### src/rtl/motor_pkg.sv
// Shared motion codes and sequencer state encoding for the motor control path.
// Latency: n/a (types, constants and a pure decode function only).
// Backpressure: n/a.
package motor_pkg;

    // One-hot motion command; bits [5:4] are reserved and always 0.
    typedef logic [5:0] motion_t;

    localparam motion_t MOT_STOP  = 6'd0;
    localparam motion_t MOT_FWD   = 6'd1;
    localparam motion_t MOT_BWD   = 6'd2;
    localparam motion_t MOT_RIGHT = 6'd4;
    localparam motion_t MOT_LEFT  = 6'd8;

    typedef enum logic [1:0] {
        S_STOP  = 2'd0,
        S_DRIVE = 2'd1,
        S_DEAD  = 2'd2,
        S_FAULT = 2'd3
    } seq_state_t;

    // Debounced switch vector {left,right,backward,forward} to a motion request.
    // Zero or several pressed switches are treated as a stop request.
    function automatic motion_t decode_req(input logic [3:0] sw_db);
        motion_t m;
        m = MOT_STOP;
        case (sw_db)
            4'b0001: m = MOT_FWD;
            4'b0010: m = MOT_BWD;
            4'b0100: m = MOT_RIGHT;
            4'b1000: m = MOT_LEFT;
            default: m = MOT_STOP;
        endcase
        return m;
    endfunction

endpackage

### src/rtl/cmd_debounce.sv
// Single-bit 2-FF synchronizer followed by a hold-time debouncer.
// Latency: 2 sync cycles + CYCLES cycles of stable input before dout flips.
// Backpressure: none; free-running, any bounce restarts the hold count.
module cmd_debounce #(
    parameter int CYCLES = 1_000_000
) (
    input  logic clk,
    input  logic reset_n,
    input  logic din,
    output logic dout
);

    localparam int            CW     = $clog2(CYCLES) + 1;
    localparam logic [CW-1:0] RELOAD = CW'(CYCLES - 1);

    logic          din_s1;
    logic          din_s2;
    logic [CW-1:0] cnt;

    // Bring the raw asynchronous switch into the clk domain.
    always_ff @(posedge clk or negedge reset_n) begin
        if (!reset_n) begin
            din_s1 <= 1'b0;
            din_s2 <= 1'b0;
        end else begin
            din_s1 <= din;
            din_s2 <= din_s1;
        end
    end

    // Count down while the synced input disagrees with dout; flip on the
    // CYCLES-th consecutive disagreeing cycle, reload whenever they agree.
    always_ff @(posedge clk or negedge reset_n) begin
        if (!reset_n) begin
            cnt  <= '0;
            dout <= 1'b0;
        end else if (din_s2 == dout) begin
            cnt <= RELOAD;
        end else if (cnt == '0) begin
            dout <= din_s2;
            cnt  <= RELOAD;
        end else begin
            cnt <= cnt - CW'(1);
        end
    end

endmodule

### src/rtl/motion_cmd_sequencer.sv
// Turns debounced direction switches into a one-hot motion command with forced dead-time and over-current lockout.
// Latency: switch edge to command 2+DEBOUNCE_CYCLES+1 cycles; over-current to stop at most 3 cycles.
// Backpressure: none; requests arriving during dead-time or lockout are ignored until they expire.
module motion_cmd_sequencer
    import motor_pkg::*;
#(
    parameter int DEBOUNCE_CYCLES = 1_000_000,
    parameter int DEAD_CYCLES     = 5_000_000,
    parameter int RETRY_CYCLES    = 100_000_000
) (
    input  logic       clk,
    input  logic       reset_n,
    input  logic [3:0] sw,
    input  logic       comp_a,
    input  logic       comp_b,
    output logic [5:0] state,
    output logic       busy,
    output logic       fault
);

    // All intervals must be at least 1; a value of 1 means a single cycle.
    localparam int            DW          = $clog2(DEAD_CYCLES) + 1;
    localparam int            RW          = $clog2(RETRY_CYCLES) + 1;
    localparam logic [DW-1:0] DEAD_RELOAD = DW'(DEAD_CYCLES - 1);
    localparam logic [RW-1:0] RTRY_RELOAD = RW'(RETRY_CYCLES - 1);

    logic [3:0]    sw_db;
    motion_t       req;
    logic [1:0]    oc_a_sync;
    logic [1:0]    oc_b_sync;
    logic          ocp;

    seq_state_t    st, st_nxt;
    motion_t       cur, cur_nxt;
    logic [DW-1:0] dcnt, dcnt_nxt;
    logic [RW-1:0] rcnt, rcnt_nxt;

    genvar i;
    generate
        for (i = 0; i < 4; i++) begin : g_db
            cmd_debounce #(
                .CYCLES (DEBOUNCE_CYCLES)
            ) u_db (
                .clk     (clk),
                .reset_n (reset_n),
                .din     (sw[i]),
                .dout    (sw_db[i])
            );
        end
    endgenerate

    assign req = decode_req(sw_db);

    // Comparator synchronizers carry the inverted (fault-active-high) level so
    // that clearing them on reset means "no over-current" rather than a fault.
    always_ff @(posedge clk or negedge reset_n) begin
        if (!reset_n) begin
            oc_a_sync <= 2'b00;
            oc_b_sync <= 2'b00;
        end else begin
            oc_a_sync <= {oc_a_sync[0], ~comp_a};
            oc_b_sync <= {oc_b_sync[0], ~comp_b};
        end
    end

    // Equivalent to !(comp_a_sync & comp_b_sync); deliberately not debounced.
    assign ocp = oc_a_sync[1] | oc_b_sync[1];

    // Sequencer state, current motion and interval counters.
    always_ff @(posedge clk or negedge reset_n) begin
        if (!reset_n) begin
            st   <= S_STOP;
            cur  <= MOT_STOP;
            dcnt <= '0;
            rcnt <= '0;
        end else begin
            st   <= st_nxt;
            cur  <= cur_nxt;
            dcnt <= dcnt_nxt;
            rcnt <= rcnt_nxt;
        end
    end

    // Next-state logic; over-current outranks every other transition,
    // including a dead-time expiry in the same cycle.
    always_comb begin
        st_nxt   = st;
        cur_nxt  = cur;
        dcnt_nxt = dcnt;
        rcnt_nxt = rcnt;
        if (ocp) begin
            st_nxt   = S_FAULT;
            rcnt_nxt = RTRY_RELOAD;
        end else begin
            case (st)
                S_STOP: begin
                    if (req != MOT_STOP) begin
                        st_nxt  = S_DRIVE;
                        cur_nxt = req;
                    end
                end
                S_DRIVE: begin
                    if (req != cur) begin
                        st_nxt   = S_DEAD;
                        dcnt_nxt = DEAD_RELOAD;
                    end
                end
                S_DEAD: begin
                    // Request is only looked at on expiry; changes during the
                    // interval never restart it.
                    if (dcnt == '0) begin
                        if (req == MOT_STOP) begin
                            st_nxt = S_STOP;
                        end else begin
                            st_nxt  = S_DRIVE;
                            cur_nxt = req;
                        end
                    end else begin
                        dcnt_nxt = dcnt - DW'(1);
                    end
                end
                S_FAULT: begin
                    // Leave only once the lockout has elapsed and the operator
                    // has released every switch.
                    if (rcnt != '0) begin
                        rcnt_nxt = rcnt - RW'(1);
                    end else if (req == MOT_STOP) begin
                        st_nxt  = S_STOP;
                        cur_nxt = MOT_STOP;
                    end
                end
                default: begin
                    st_nxt = S_STOP;
                end
            endcase
        end
    end

    // Outputs decoded from registered state only, so reset clears them at once.
    always_comb begin
        state = MOT_STOP;
        busy  = 1'b0;
        fault = 1'b0;
        case (st)
            S_DRIVE: state = cur;
            S_DEAD:  busy  = 1'b1;
            S_FAULT: fault = 1'b1;
            default: state = MOT_STOP;
        endcase
    end

endmodule

### config.mk
export PLATFORM = sky130hd
export DESIGN_NAME = motion_cmd_sequencer
export DESIGN_NICKNAME = d
export VERILOG_FILES = /design/src/rtl/motor_pkg.sv /design/src/rtl/cmd_debounce.sv /design/src/rtl/motion_cmd_sequencer.sv
export SDC_FILE = /design/constraint.sdc
export NUM_CORES = 1
export LEC_CHECK = 0
export CORE_MARGIN = 4
export CORE_UTILIZATION = 45
export DETAILED_ROUTE_END_ITERATION = 10
export SLEW_MARGIN = 20
export SYNTH_ARGS = -nofsm -noshare
export SYNTH_HDL_FRONTEND = slang
export SYNTH_HIERARCHICAL = 1
export SYNTH_SLANG_ARGS = --single-unit
### constraint.sdc
create_clock -name clk -period 5.8 [get_ports clk]
set_input_delay 1.16 -clock clk [delete_from_list [all_inputs] [get_ports clk]]
set_output_delay 1.16 -clock clk [all_outputs]
set_load 0.01 [all_outputs]
==> results of run 1 <==
[layout by cell type (no fill, tap or decap), drive strengths merged, types with 3 or more instances in the layout]
cell and instances:
dfrtp 158, nand2 84, nor2 71, nand3 52, xor2 51, xnor2 40
nor4 37, nor3 34, or4 34, or3 27, o21ai 25, o31ai 19
nand4 19, inv 19, clkbuf 18, a21oi 12, clkdlybuf4s50 12, and3 10
ha 8, o41ai 8, clkinv 7, nor2b 5, mux2 5, or3b 5
nand3b 4, nor3b 4, o41a 4, o311a 4, a31oi 3, clkinvlp 3
buf 3
[stage by stage]
step           worst slack, ns  instance area [um^2]  hold slack [ns]  utilization
2_1_floorplan             3.02                  7970            0.331            -
3_3_place_gp              2.77                  8300            0.333        0.480
3_5_place_dp              2.70                  8300            0.337        0.480
4_1_cts                   2.68                  8890            0.350        0.514
5_1_grt                   2.53                  8890            0.360        0.514
6_report                  2.65                  8890            0.346        0.514
[where the power goes]
part | internal, mW | leakage, nW | switching (mW)
Sequential | 1.11 | 1.84 | 0.0128
Combinational | 0.0220 | 1.20 | 0.0531
Clock | 0.644 | 0.282 | 0.454
[cell families after synthesis]
family | after synthesis
compound gates | 87
buf+inv | 38
fa+ha+maj | 8
flops | 158
xor+xnor | 91
mux | 5
other cells | 1
simple gates | 397
[worst paths after layout]
| kind | from | to | cells after the start |
|---|---|---|---|
| max | rcnt[21] | cur[2] | 6 |
| min | g_db[2].u_db/din_s1 | g_db[2].u_db/din_s2 | 0 |
| max reg2reg | rcnt[21] | cur[2] | 6 |
| min reg2reg | g_db[2].u_db/din_s1 | g_db[2].u_db/din_s2 | 0 |
| max in group asynchronous | reset_n | g_db[2].u_db/cnt[12] | 2 |
| min in group asynchronous | reset_n | g_db[3].u_db/cnt[6] | 1 |
[registers in the layout, summed over array words and instances (netlist names)]
| name | cells |
|---|---|
| g_db.u_db/din_s1 | 4 |
| oc_a_sync | 2 |
| rcnt | 28 |
| g_db.u_db/din_s2 | 4 |
| oc_b_sync | 2 |
| st | 2 |
| dcnt | 24 |
| g_db.u_db/cnt | 84 |
| g_db.u_db/dout | 4 |
| cur | 4 |
[per-layer routing]
layer | vias to the layer above | track usage | wire length (um)
met1 | 2971 | 0.225 | 7720
met4 | 0 | 0.0551 | 220
met2 | 71 | 0.277 | 7500
li1 | 2899 | - | -
met5 | - | 0 | 0
met3 | 17 | 0.0387 | 409
[final cells by class]
| type | count | area [um^2] | area share |
|---|---|---|---|
| multi-input cells | 590 | 3860 | 0.434 |
| clock buffers | 18 | 439 | 0.0494 |
| inverters | 17 | 63.8 | 0.00718 |
| well taps | 225 | 282 | 0.0317 |
| flip-flops and latches | 158 | 3950 | 0.445 |
| repair buffers | 15 | 146 | 0.0165 |
| clock inverters | 14 | 143 | 0.0161 |
==> impl_metrics.csv, run 1 <==
group,metric,value,unit
status,outcome,"complete, no violations",
power_and_ir_drop,p_leak,3.32,nW
grt,grt_pass1_vias,5910,
clock_network,clockBufferDepth,2,
clock_network,cts_tree,"built",
timing,fin_skew,0.00741,ns
logic_synthesis,post-synth-top-count-cell,"dfrtp_1",
route,vias,5958,
timing,slew_headroom,0.332,
clock_network,clock_latency,0.42,ns
clock_network,htree_num_levels,4,
logic_synthesis,yosys.area_share.simple,0.278,
setup_path,critical-path-top-delay-family,"simple AND/OR/NAND/NOR gates",
setup_path,cpPeakStageDelay,0.80,ns
route,avgViaCountPerCell,5.75,
logic_synthesis,synth-seq-cells,158,
setup_path,slowest_stage,"or4_1",
timing,drv_slew,0,
route,drtPass1Iterations,5,
timing,clock.fmax,0.318,GHz
run,max_cap_violations,0,
logic_synthesis,synthTopCellsByCount,"158 x dfrtp_1, 84 x nand2_1, 67 x nor2_1, 52 x nand3_1, 51 x xor2_1",
setup_path,cp_max_fo,16,
setup_path,path_cells,"or4_4, or4_1, or4_1, or4_4, nand3_1, o21ai_1",
logic_synthesis,muxShareOfSynthArea,0.00707,
timing,finalHoldViolations,0,
route,wire_per_inst,15.3,um
cells_and_area,drive_gt1_frac,0.0985,
route,drt_iter0_drc,478,
logic_synthesis,synthArstFlopShare,1.00,
place,hpwl,10.6,mm
logic_synthesis,avgSynthCellArea,10.1,um^2
timing,period_share,0.543,
clock_network,ctsResizeCount,0,
logic_synthesis,synth_edf_count,0,
timing,final.min_clock_period,3.15,ns
route,ant_nets,0,
timing,tightestPinTransition,0.996,ns
worst_hold_path,hold_class,"reg -> reg",
timing,totalNegativeSetupSlack,0,ns
logic_synthesis,yosysWarnings,6,
power_and_ir_drop,pwr_density_cell,259,mW/mm^2
logic_synthesis,synthXorXnorAreaFrac,0.100,
floorplan,io_pins,16,
grt,grt_util_all_layers,0.170,
setup_path,cp_num_buf_inv,0,
clock_network,clockRootBuffer,"clkbuf_16",
floorplan,die-area,0.0199,mm^2
grt,grt_pass1_wl,27.9,mm
cells_and_area,final_cells,1037,
clock_network,cts_made_buffers,17,
grt,antenna_found_initial,0,
logic_synthesis,synth_compound_area_frac,0.0852,
route,drt-total-wl,15.9,mm
setup_path,reg2reg_slack,2.65,ns
power_and_ir_drop,p_total,2.30,mW
floorplan,die_w,141,um
floorplan,start_util,0.460,
clock_network,clock-sinks,158,
setup_path,critPathKind,"reg -> reg",
setup_path,crit_required,6.08,ns
grt,grt.overflow.total,0,
place,gp_congestion,0.812,
cells_and_area,diodes,0,
logic_synthesis,synth_adder_area_share,0.0126,
clock_network,cts_hold_buf,0,
place,dpl.cell_count,1005,
timing,setup_violations,0,
logic_synthesis,synth_seq_area_share,0.496,
logic_synthesis,ys.flop_type,"dfrtp_1",
logic_synthesis,yosysTopAreaCell,"dfrtp_1",
power_and_ir_drop,ir_drop,187,uV
logic_synthesis,synth_top_family_by_area,"simple AND/OR/NAND/NOR gates",
setup_path,start_kind,"flop",
timing,rsz0062_at_grt,"no",
clock_network,postCtsSetupBuffers,0,
cells_and_area,fin_nets,815,
clock_network,cts.clk_slew.worst_paths,0.07,ns
logic_synthesis,synth.distinct_cells,55,
logic_synthesis,synth_top_area_frac,0.496,
logic_synthesis,syn-cell-area,0.00796,mm^2
setup_path,crit_arrival,3.43,ns
floorplan,std_cell_rows,48,
setup_path,crit_path_end_kind,"flop",
cells_and_area,n_fill_cell,1562,
route,drc,0,
place,portBuffers,13,
grt,grt_max_degree,104,
floorplan,die_h,141,um
logic_synthesis,syn_inst,785,
floorplan,core,0.0173,mm^2
cells_and_area,area_delta_synth_final,11.6,%
logic_synthesis,synthTopCellsByArea,"dfrtp_1 50%, xor2_1 5.6%, xnor2_1 4.4%, nand2_1 4.0%, nand3_1 3.3%",
Note: power is estimated with default switching activity, not from simulation.
==> inputs of run 2 (changes only) <==
- clock period: 5.8 -> 3.3 ns (I/O delays scaled with it)
==> run 2 against run 1 <==
  * Via count up 0.60%
  * Worst hold slack worse by 0.11 ns
  * Sequential power up 75%
  * First-iteration DRC count down 24%
  * Sequential cell count unchanged
  * Final cell count up 0.68%
  * Combinational power up 81%
  * Critical path depth up 1
  * Clock-buffer cell count up 2
  * Total power up 81%
  * Clock power up 86%
  * Critical path type unchanged
  * Highest routed layer unchanged
==> impl_metrics.csv, run 2 (synthesis results as in run 1) <==
group,metric,value,unit
status,outcome,"complete, no violations",
timing,final.min_clock_period,2.82,ns
timing,tightestPinTransition,0.911,ns
floorplan,start_util,0.460,
timing,slew_headroom,0.389,
route,avgViaCountPerCell,5.74,
floorplan,die_w,141,um
setup_path,slowest_stage,"or4_4",
cells_and_area,largest_registers,"g_db.u_db/cnt x84, rcnt x28, dcnt x24",
setup_path,critical-path-top-delay-family,"simple AND/OR/NAND/NOR gates",
setup_path,cp_max_fo,15,
setup_path,path_cells,"or4_4, or4_1, or4_1, buf_4, nand3_1, or4_1, nand3_1",
setup_path,cp_num_buf_inv,1,
timing,clock.fmax,0.354,GHz
clock_network,clockRootBuffer,"clkbuf_16",
cells_and_area,final_cells,1044,
timing,rsz0062_at_grt,"no",
setup_path,cpPeakStageDelay,0.56,ns
cells_and_area,drive_gt1_frac,0.106,
grt,grt_max_degree,66,
cells_and_area,layout_common_cells,"158 x dfrtp_1, 84 x nand2_1, 66 x nor2_1",
cells_and_area,final_common_cell,"dfrtp_1",
power_and_ir_drop,p_leak,3.37,nW
floorplan,std_cell_rows,48,
cells_and_area,largest_reg_flops,84,
clock_network,cts.clk_slew.worst_paths,0.06,ns
route,drt_iter0_drc,363,
cells_and_area,top_register,"g_db.u_db/cnt",
place,hpwl,10.8,mm
place,gp_congestion,0.816,
timing,fin_skew,0.0131,ns
timing,totalNegativeSetupSlack,0,ns
clock_network,ctsResizeCount,0,
grt,grt_pass1_vias,5759,
setup_path,crit_arrival,3.12,ns
worst_hold_path,hold_class,"in -> async",
clock_network,clockBufferDepth,2,
setup_path,r2r_cells,7,
timing,drv_slew,0,
route,vias,5994,
place,dpl.cell_count,1012,
floorplan,die-area,0.0199,mm^2
route,drt-total-wl,15.9,mm
clock_network,cts_made_buffers,17,
cells_and_area,area_delta_synth_final,12.9,%
run,max_cap_violations,0,
grt,antenna_found_initial,0,
setup_path,critPathKind,"reg -> reg",
power_and_ir_drop,ir_drop,396,uV
clock_network,postCtsSetupBuffers,0,
setup_path,worstReg2RegEnd,"rcnt[15]",
clock_network,cts_tree,"built",
timing,setup_violations,0,
route,wire_per_inst,15.2,um
timing,period_share,0.855,
grt,grt.overflow.total,0,
grt,grt_util_all_layers,0.168,
setup_path,reg2reg_slack,0.48,ns
power_and_ir_drop,pwr_density_cell,463,mW/mm^2
clock_network,htree_num_levels,4,
floorplan,die_h,141,um
setup_path,start_kind,"flop",
route,ant_nets,0,
place,portBuffers,13,
grt,grt_pass1_wl,27.4,mm
floorplan,io_pins,16,
setup_path,crit_required,3.60,ns
route,drtPass1Iterations,4,
setup_path,reg2reg_from,"rcnt[21]",
clock_network,cts_hold_buf,0,
setup_path,cp_common_cell,"or4_1",
clock_network,clock_latency,0.43,ns
cells_and_area,fin_nets,822,
route,drc,0,
cells_and_area,diodes,0,
setup_path,crit_path_end_kind,"flop",
timing,finalHoldViolations,0,
floorplan,core,0.0173,mm^2
clock_network,clock-sinks,158,
## run 2: worst max path at each step
stage / end / slack, ns / start / cells after the start
2_1_floorplan: cur[0] / 0.52 / rcnt[21] / 8
3_3_place_gp: cur[2] / 0.54 / rcnt[21] / 6
3_5_place_dp: cur[0] / 0.50 / rcnt[21] / 6
4_1_cts: rcnt[3] / 0.47 / rcnt[21] / 7
5_1_grt: rcnt[3] / 0.34 / rcnt[21] / 7
6_report: rcnt[15] / 0.48 / rcnt[21] / 7
## run 2: worst register-to-register path, stage by stage, from the launching register on
cell and delay [ns]:
dfrtp_1 0.39, or4_4 0.56, or4_1 0.55, or4_1 0.54
buf_4 0.21, nand3_1 0.21, or4_1 0.15, nand3_1 0.08
## run 2: final cells by class
cell class	instances	area, um^2
Inverter	17	63.8
Tap cell	225	282
Fill cell	1530	8300
Clock buffer	20	467
Multi-Input combinational cell	590	3860
Timing Repair Buffer	22	211
Clock inverter	12	159
Sequential cell	158	3950
## run 2: metal layers
layer	vias to the layer above	share of wire	global-route usage
met4	0	0.015	0.0535
met1	2973	0.47	0.223
li1	2926	-	-
met2	77	0.48	0.270
met3	18	0.028	0.0441
met5	-	0	0
## run 2: metrics by stage
step,hold WS [ns],util,area [um^2],setup slack (ns),total power [mW]
2_1_floorplan,0.331,-,7970,0.524,2.08
3_3_place_gp,0.332,0.484,8370,0.542,2.15
3_5_place_dp,0.340,0.484,8370,0.503,2.16
4_1_cts,0.248,0.520,8990,0.467,4.23
5_1_grt,0.267,0.520,8990,0.342,4.34
6_report,0.232,0.520,8990,0.477,4.17
## run 2: report_power, final
part           switching (mW)  internal, mW  total (mW)
clock network           0.798          1.25        2.05
logic                  0.0928        0.0433       0.136
registers              0.0214          1.96        1.98
==> inputs of run 3 (changes only) <==
- CTS_CLUSTER_SIZE: not set -> 14
- SYNTH_HIERARCHICAL: 1 -> not set
- clock period: 3.3 -> 3.2 ns (I/O delays scaled with it)
==> run 3 against run 2 <==
  * Cell area rose by 2.1%
  * Via count rose by 2.7%
  * Largest power group is now sequential cells
  * Worst hold slack worse by 0.0092 ns
  * Sequential share of layout area decreased by 0.92 points
  * Clock skew decreased by 0.0031 ns
  * Critical path type is now reg -> out
  * Routed wire length is 8.9% higher
==> impl_metrics.csv, run 3 <==
group,metric,value,unit
power_and_ir_drop,p_switching,1.20,mW
power_and_ir_drop,swShare,0.260,
place,portBuffers,13,
timing,drv_slew,0,
clock_network,htree_num_levels,4,
cells_and_area,drive_gt1_frac,0.107,
cells_and_area,final_cells,1063,
logic_synthesis,yosysWarnings,0,
cells_and_area,top_register,"g_db.u_db.cnt",
setup_path,crit_path_end_kind,"output port",
logic_synthesis,avgSynthCellArea,10.2,um^2
clock_network,cts_hold_buf,0,
grt,grt_pass1_vias,6186,
timing,fin_skew,0.0100,ns
logic_synthesis,synthXorXnorAreaFrac,0.0870,
logic_synthesis,synth.distinct_cells,72,
grt,grt_pass1_wl,29.7,mm
power_and_ir_drop,p_leak,3.49,nW
logic_synthesis,synth_top_area_frac,0.485,
clock_network,ctsResizeCount,0,
power_and_ir_drop,pwr-share-clk,0.446,
setup_path,r2r_cells,7,
logic_synthesis,synth_top_family_by_area,"simple AND/OR/NAND/NOR gates",
run,max_cap_violations,0,
logic_synthesis,synth_adder_area_share,0.0123,
clock_network,cts_made_buffers,17,
cells_and_area,final_common_cell,"dfrtp_1",
place,hpwl,11.5,mm
timing,rsz0062_at_grt,"no",
route,vias,6155,
timing,fin_ws,0.451,ns
logic_synthesis,synthTopCellsByArea,"dfrtp_1 48%, xor2_1 4.4%, xnor2_1 4.3%, nand2_1 3.7%, nor2_1 3.5%",
setup_path,crit_arrival,2.11,ns
timing,finalHoldViolations,0,
timing,tightestPinTransition,0.917,ns
power_and_ir_drop,ir_drop,381,uV
floorplan,start_util,0.465,
cells_and_area,area_delta_synth_final,12.7,%
clock_network,cts_tree,"built",
route,drt-total-wl,17.3,mm
timing,totalNegativeSetupSlack,0,ns
logic_synthesis,yosys.area_share.simple,0.259,
logic_synthesis,syn-cell-area,0.00815,mm^2
cells_and_area,largest_reg_flops,84,
grt,grt_util_all_layers,0.179,
place,gp_congestion,0.832,
logic_synthesis,syn_inst,800,
clock_network,clockRootBuffer,"clkbuf_16",
power_and_ir_drop,p_int,3.43,mW
worst_hold_path,hold_class,"in -> async",
clock_network,cts.clk_slew.worst_paths,0.07,ns
floorplan,io_pins,16,
logic_synthesis,synth_compound_area_frac,0.103,
route,ant_nets,0,
clock_network,clockBufferDepth,2,
timing,period_share,0.859,
route,avgViaCountPerCell,5.79,
route,wire_per_inst,16.3,um
floorplan,core,0.0175,mm^2
power_and_ir_drop,seqPwrFrac,0.455,
logic_synthesis,post-synth-top-count-cell,"dfrtp_1",
place,dpl.cell_count,1032,
cells_and_area,largest_registers,"g_db.u_db.cnt x84, rcnt x28, dcnt x24",
logic_synthesis,synth-seq-cells,158,
route,drc,0,
place,dp_slack,0.530,ns
clock_network,clock-sinks,158,
cells_and_area,layout_common_cells,"158 x dfrtp_1, 81 x nand2_1, 77 x nor2_1",
clock_network,clock_latency,0.43,ns
floorplan,std_cell_rows,48,
timing,final.min_clock_period,2.75,ns
route,drt_iter0_drc,384,
floorplan,die_h,143,um
setup_path,crit_required,2.56,ns
cells_and_area,diodes,0,
logic_synthesis,synth_seq_area_share,0.485,
power_and_ir_drop,p_total,4.63,mW
route,drtPass1Iterations,4,
logic_synthesis,synth_edf_count,0,
status,outcome,"complete, no violations",
logic_synthesis,synthArstFlopShare,1.00,
power_and_ir_drop,p_comb_frac,0.099,
timing,setup_violations,0,
grt,grt.overflow.total,0,
timing,slew_headroom,0.387,
power_and_ir_drop,pwr_density_cell,504,mW/mm^2
grt,grt_max_degree,73,
logic_synthesis,synthTopCellsByCount,"158 x dfrtp_1, 81 x nand2_1, 77 x nor2_1, 41 x xor2_1, 40 x xnor2_1",
setup_path,critPathKind,"reg -> out",
grt,antenna_found_initial,0,
floorplan,die-area,0.0203,mm^2
logic_synthesis,yosysTopAreaCell,"dfrtp_1",
logic_synthesis,muxShareOfSynthArea,0.0264,
cells_and_area,fin_nets,842,
floorplan,die_w,143,um
setup_path,cp_max_fo,11,
setup_path,start_kind,"flop",
timing,clock.fmax,0.364,GHz
logic_synthesis,ys.flop_type,"dfrtp_1",
clock_network,postCtsSetupBuffers,0,
## run 3: worst max-delay path, cell delays in order, from the launching register on
cell and delay (ns):
dfrtp_1 0.55, nor2b_1 0.18, buf_4 0.22, and2_1 0.19, clkdlybuf4s50_1 0.55
## run 3: cells by family after synthesis
family / after synthesis
mux: 19
other cells: 1
xor+xnor: 81
fa+ha+maj: 8
buf+inv: 47
simple gates: 380
compound gates: 106
flops: 158
## run 3: per-layer routing
metal	track usage	vias up	wire length, um
li1	-	2970	-
met3	0.0368	26	496
met1	0.236	3071	8110
met5	0	-	0
met2	0.293	88	8410
met4	0.0645	0	277
## run 3: stage by stage
step	hold WS (ns)	area (um^2)	util
after global routing	0.298	9190	0.524
after global placement	0.333	8590	0.490
after floorplan	0.331	8160	-
after detailed placement	0.344	8590	0.490
final	0.223	9190	0.524
after CTS	0.269	9190	0.524
## run 3: final timing paths
path	from	end	slack, ns
max in group asynchronous	reset_n	dcnt[23]	2.20
worst min register to register	oc_b_sync[0]	oc_b_sync[1]	0.36
worst min-delay path	reset_n	rcnt[4]	0.22
min in group clk	oc_b_sync[0]	oc_b_sync[1]	0.36
worst max register to register	g_db[1].u_db.cnt[0]	g_db[1].u_db.cnt[9]	0.55
worst max-delay path	st[0]	state[2]	0.45
## run 3: power by group through the flow
stage,Sequential (mW),Combinational (mW),Clock [mW]
after floorplan,2.13,0.372,0
after global routing,2.11,0.513,2.20
after detailed placement,2.14,0.460,0
after CTS,2.11,0.463,2.10
final,2.11,0.458,2.06
after global placement,2.14,0.447,0
## run 3: cell type report
cell class	count	area (um^2)
Clock inverter	11	131
Fill cell	1549	8350
Tap cell	225	282
Sequential cell	158	3950
Multi-Input combinational cell	596	3980
Timing Repair Buffer	34	302
Clock buffer	20	467
Inverter	19	71.3
